$ cat config.mk
export PLATFORM = sky130hd
export DESIGN_NAME = sysid_uptime_regs_flat
export DESIGN_NICKNAME = d
export VERILOG_FILES = /design/src/rtl/sysid_uptime_regs_if.sv /design/src/rtl/sysid_uptime_regs.sv /design/src/flat_wrapper.sv
export SDC_FILE = /design/constraint.sdc
export NUM_CORES = 1
export LEC_CHECK = 0
export CAP_MARGIN = 20
export CORE_ASPECT_RATIO = 1.1
export CORE_MARGIN = 10
export CORE_UTILIZATION = 55
export CTS_CLUSTER_DIAMETER = 150
export CTS_CLUSTER_SIZE = 10
export DETAILED_ROUTE_END_ITERATION = 8
export PLACE_DENSITY = 0.77
export SLEW_MARGIN = 5
export SYNTH_ARGS = -nofsm -noshare
export SYNTH_HDL_FRONTEND = slang
export SYNTH_SLANG_ARGS = --single-unit
export TNS_END_PERCENT = 1
$ cat constraint.sdc
create_clock -name clock -period 7.4 [get_ports clock]
set_input_delay 1.85 -clock clock [delete_from_list [all_inputs] [get_ports clock]]
set_output_delay 1.85 -clock clock [all_outputs]
set_load 0.01 [all_outputs]
$ cat src/rtl/sysid_uptime_regs_if.sv
// Avalon-MM slave bus bundle for the system-ID / uptime register bank.
// There is no waitrequest: every read or write is accepted in the cycle it is presented.
interface sysid_uptime_regs_if;
  logic [2:0]  address;
  logic        read;
  logic        write;
  logic [31:0] writedata;
  logic [3:0]  byteenable;
  logic [31:0] readdata;
  logic        readdatavalid;

  modport master (
    output address, read, write, writedata, byteenable,
    input  readdata, readdatavalid
  );

  modport slave (
    input  address, read, write, writedata, byteenable,
    output readdata, readdatavalid
  );
endinterface

$ cat src/rtl/sysid_uptime_regs.sv
// System-ID register bank: build ID and timestamp, plus a prescaled uptime counter
// with freeze/clear, a 64-bit snapshot read, a sticky overflow flag and two scratch words.
module sysid_uptime_regs #(
  parameter logic [31:0] ID_VALUE     = 32'hC10D_0391,
  parameter logic [31:0] TIMESTAMP    = 32'h0000_0000,
  parameter int          UPTIME_WIDTH = 48,
  parameter int          TICK_DIV     = 50
) (
  input  logic               clock,
  input  logic               reset,
  sysid_uptime_regs_if.slave bus
);

  localparam int PW = 16;

  logic [PW-1:0]           prescaler;
  logic [UPTIME_WIDTH-1:0] uptime;
  logic [31:0]             shadow_hi;
  logic [31:0]             scratch0;
  logic [31:0]             scratch1;
  logic                    freeze;
  logic                    ovf;

  logic        tick;
  logic        clr;
  logic        wrap;
  logic        ctrl_wr;
  logic        status_w1c;
  logic [31:0] uptime_hi_ext;
  logic [31:0] rd_mux;

  function automatic logic [31:0] merge_bytes(input logic [31:0] old_val,
                                              input logic [31:0] new_val,
                                              input logic [3:0]  be);
    logic [31:0] r;
    r = old_val;
    for (int i = 0; i < 4; i++)
      if (be[i]) r[8*i +: 8] = new_val[8*i +: 8];
    return r;
  endfunction

  assign tick          = !freeze && (prescaler == PW'(TICK_DIV - 1));
  assign ctrl_wr       = bus.write && (bus.address == 3'd4) && bus.byteenable[0];
  assign clr           = ctrl_wr && bus.writedata[1];
  assign status_w1c    = bus.write && (bus.address == 3'd5) && bus.byteenable[0] && bus.writedata[0];
  // A clear swallows the tick, so an overflow cannot be flagged on a clearing edge.
  assign wrap          = tick && (&uptime) && !clr;
  assign uptime_hi_ext = 32'(uptime[UPTIME_WIDTH-1:32]);

  always_comb begin
    rd_mux = 32'd0;
    case (bus.address)
      3'd0: rd_mux = ID_VALUE;
      3'd1: rd_mux = TIMESTAMP;
      3'd2: rd_mux = uptime[31:0];
      3'd3: rd_mux = shadow_hi;
      3'd4: rd_mux = {31'd0, freeze};
      3'd5: rd_mux = {31'd0, ovf};
      3'd6: rd_mux = scratch0;
      3'd7: rd_mux = scratch1;
      default: rd_mux = 32'd0;
    endcase
  end

  always_ff @(posedge clock or posedge reset) begin
    if (reset) begin
      prescaler <= '0;
      uptime    <= '0;
    end else if (clr) begin
      prescaler <= '0;
      uptime    <= '0;
    end else if (tick) begin
      prescaler <= '0;
      uptime    <= uptime + UPTIME_WIDTH'(1);
    end else if (!freeze) begin
      prescaler <= prescaler + PW'(1);
    end
  end

  // Overflow set beats a same-edge write-1-to-clear.
  always_ff @(posedge clock or posedge reset) begin
    if (reset) begin
      freeze   <= 1'b0;
      ovf      <= 1'b0;
      scratch0 <= '0;
      scratch1 <= '0;
    end else begin
      if (ctrl_wr) freeze <= bus.writedata[0];
      if (wrap)            ovf <= 1'b1;
      else if (status_w1c) ovf <= 1'b0;
      if (bus.write && bus.address == 3'd6)
        scratch0 <= merge_bytes(scratch0, bus.writedata, bus.byteenable);
      if (bus.write && bus.address == 3'd7)
        scratch1 <= merge_bytes(scratch1, bus.writedata, bus.byteenable);
    end
  end

  // Read path samples pre-edge state, so a coincident write is not visible in the data.
  always_ff @(posedge clock or posedge reset) begin
    if (reset) begin
      bus.readdata      <= '0;
      bus.readdatavalid <= 1'b0;
      shadow_hi         <= '0;
    end else begin
      bus.readdatavalid <= bus.read;
      if (bus.read) bus.readdata <= rd_mux;
      if (bus.read && bus.address == 3'd2) shadow_hi <= uptime_hi_ext;
    end
  end

endmodule

$ cat src/flat_wrapper.sv
// flat-port wrapper written by rule: the top's interface ports become plain ports
module sysid_uptime_regs_flat 
#(
  parameter logic [31:0] ID_VALUE     = 32'hC10D_0391,
  parameter logic [31:0] TIMESTAMP    = 32'h0000_0000,
  parameter int          UPTIME_WIDTH = 48,
  parameter int          TICK_DIV     = 50
)
  (clock, reset, bus_address, bus_read, bus_write, bus_writedata, bus_byteenable, bus_readdata, bus_readdatavalid);
  sysid_uptime_regs_if bus_i ();
  input  logic clock;
  input  logic reset;
  input wire logic [$bits(bus_i.address)-1:0] bus_address;
  input wire logic [$bits(bus_i.read)-1:0] bus_read;
  input wire logic [$bits(bus_i.write)-1:0] bus_write;
  input wire logic [$bits(bus_i.writedata)-1:0] bus_writedata;
  input wire logic [$bits(bus_i.byteenable)-1:0] bus_byteenable;
  output wire logic [$bits(bus_i.readdata)-1:0] bus_readdata;
  output wire logic [$bits(bus_i.readdatavalid)-1:0] bus_readdatavalid;
  assign bus_i.address = bus_address;
  assign bus_i.read = bus_read;
  assign bus_i.write = bus_write;
  assign bus_i.writedata = bus_writedata;
  assign bus_i.byteenable = bus_byteenable;
  assign bus_readdata = bus_i.readdata;
  assign bus_readdatavalid = bus_i.readdatavalid;
  sysid_uptime_regs #(.ID_VALUE(ID_VALUE), .TIMESTAMP(TIMESTAMP), .UPTIME_WIDTH(UPTIME_WIDTH), .TICK_DIV(TICK_DIV)) u_core (.clock(clock), .reset(reset), .bus(bus_i));
endmodule
==> results.toml <==
[status]
run_status = "finished clean"

[timing]
final.min_clock_period_ns = 4.25
setup_viol = 0
skew_ns = 0.00986
slew_viol_final = 0
hold_violations = 0
holdWs_ns = 0.513
fmax_mhz = 235
rsz0062_at_grt = "false"
tightestPinTransition_ns = 1.07
setup_ws_ns = 3.15
slew_headroom = 0.281
tns_ns = 0
period_share = 0.575

[clock_tree]
htreeDepth = 4
cts_hold_buf = 0
cts_setup_buffers = 0
cts_buffers = 17
cts_tree = "built"
cts_root_buf = "clkbuf_16"
max-clock-path-buffers = 2
post_cts_resized = 0
clock_latency_ns = 0.44
clk_pin_slew_worst_paths_ns = 0.06
clock_sinks = 179

[routing]
drt_first_iter_violations = 690
firstDrtPassIters = 5
met1_length_um = 8380
drcViolationCount = 0
ant_nets = 0
wl_met2_um = 11200
dr_total_vias = 6512
top_layer = "met4"
route.met3.wl_um = 1630
wl_um = 21500
viasPerCell = 6.31
wl_per_cell_um = 20.9

[finish]
final_core_util = 0.656
drive_above_1_share = 0.158
nets = 870
final_common_cell = "dfrtp_1"
n_fill_cell = 1132
final_cells = 1032
layout_common_cells = "179 x dfrtp_1, 81 x mux2_2, 75 x clkdlybuf4s50_1"
antenna_cells = 0
area_growth_pct = 17.6
final_area_sq_um = 9800

[critical_path]
critPathMaxStageDelay_ns = 0.84
arrival_ns = 4.58
crit_type = "primary input to flop"
regToRegEndpoint = "u_core.uptime[34]$_DFFE_PP0P_"
reg2reg_from = "u_core.prescaler[6]$_DFFE_PP0P_"
path_delay_family = "simple AND/OR/NAND/NOR gates"
critPathLaunchType = "primary input"
cpMostUsedCell = "nor2_1"
slowest_stage = "and4_1"
path_cells = "clkdlybuf4s50_1, nor2_1, and4_1, buf_4, nor2_1, a41o_1"
cp.required_ns = 7.73
ff2ff_path_depth = 5
cp.buffers_inverters = 2
rrSetupSlack_ns = 4.03
cp_max_fo = 24
crit_path_end_kind = "flop"

[synthesis]
synth_xor_area_frac = 0.0399
synth-simple-area-share = 0.151
avgSynthCellArea_sq_um = 10.9
syn_nets = 813
synth_cells = 767
synth-adder-area-share = 0.00450
synth-compound-area-share = 0.105
synth_top_area_share = 0.537
synth_top_cell_by_area = "dfrtp_1"
yosys_warnings = 0
synthesis.area_sq_um = 8340
synth_seq_cells = 179
synthArstFlopShare = 1.00
synth_flop_cell = "dfrtp_1"
synthMuxAreaShare = 0.124
seq_area_frac_synth = 0.537
synth_top_family_by_area = "simple AND/OR/NAND/NOR gates"
synth-edff-count = 0
synth_area_leaders = "dfrtp_1 54%, mux2_2 11%, nor2_1 3.2%, xnor2_1 2.8%, a21oi_1 2.8%"
synth.distinct_cells = 46

[global_routing]
first_global_vias = 6574
grt_pass1_wl_um = 35000
gr-total-overflow = 0
grt_max_degree = 71
antenna_found_initial = 1
grt_util_all_layers = 0.216

[die]
die_x_um = 137
num_rows = 47
initial_utilization = 0.558
fp.dieH_um = 149
io_pins = 76
die_area_sq_um = 20500
core_sq_um = 14900

[placement]
placedInstanceArea_sq_um = 9240
globalplace.congestion = 0.873
io_buffers = 75
hpwlAfterDp_um = 14700
dp_cells = 1000
post-place-ws_ns = 2.75

[worst_hold_path]
hp-class = "flop to flop"
hp-start = "u_core.scratch1[28]$_DFFE_PP0P_"
hold_end = "u_core.scratch1[28]$_DFFE_PP0P_"
hold_depth = 1

[power]
finalPower_mw = 2.76
ir_drop_v = 0.000198
leakagePower_nw = 4.03
power_density_nw_per_um2 = 281

[run]
max_cap_violations = 0
## worst register-to-register path: cells and delay by family (launching register included)
kind | cells | cell delay [ns]
AOI/OAI and AO/OA | 1 | 0.17
and+or+nand+nor | 4 | 2.70
DFF | 1 | 0.41
## cell usage after synthesis, drive strengths merged (12+ instances only)
cell type / number
inv: 36
nand3: 23
mux2i: 12
nor4: 13
a221oi: 15
nor3: 12
and3: 13
o21ai: 14
a21oi: 46
nor2: 71
dfrtp: 179
clkbuf: 42
o22ai: 22
or3: 13
nand2: 29
mux2: 81
nand4: 20
xnor2: 27
## power by group
group	switching, mW	internal [mW]
Sequential	0.203	1.19
Clock	0.383	0.480
Combinational	0.232	0.267
Total	0.818	1.94
## sequential cells by signal, summed over array words and instances, names as in the netlist
| signal | count |
|---|---|
| u_core.scratch0 | 32 |
| u_core.bus.readdatavalid | 1 |
| u_core.bus.readdata | 32 |
| u_core.shadow_hi | 16 |
| u_core.uptime | 48 |
| u_core.freeze | 1 |
| u_core.ovf | 1 |
| u_core.scratch1 | 32 |
| u_core.prescaler | 16 |
## area by class of cell
cell class	instances	area (sq um)	area share
Sequential cell	179	4480	0.457
Multi-Input combinational cell	504	3550	0.362
Timing Repair Buffer	86	831	0.0848
Clock buffer	20	457	0.0466
Tap cell	196	245	0.0250
Inverter	36	140	0.0143
Clock inverter	11	104	0.0106
## how the worst max path moves through the flow
stage,startpoint,end,slack (ns),cells after the start
6_report,bus_address[0],u_core.uptime[40]$_DFFE_PP0P_,3.15,6
5_1_grt,bus_address[0],u_core.scratch0[10]$_DFFE_PP0P_,3.01,5
4_1_cts,bus_address[0],u_core.scratch0[10]$_DFFE_PP0P_,3.20,5
3_5_place_dp,bus_address[0],u_core.scratch0[11]$_DFFE_PP0P_,2.75,5
3_3_place_gp,bus_address[0],u_core.scratch0[8]$_DFFE_PP0P_,2.83,5
2_1_floorplan,reset,u_core.bus.readdata[0]$_DFFE_PP0P_,0.69,1
## logic make-up (layout without fill, tap and decap cells)
group / after synthesis / in the layout
adders and majority gates: 3 / 3
and+or+nand+nor: 235 / 235
muxes: 93 / 93
DFF: 179 / 179
xor gates and xnor gates: 38 / 38
AOI/OAI and AO/OA: 135 / 135
buffers and inverters: 84 / 153
## layer usage
metal,vias to the layer above,track usage
met5,-,0
li1,2904,-
met2,259,0.362
met3,34,0.0580
met4,0,0.0670
met1,3315,0.266
Power figures use the tool's default switching activity.
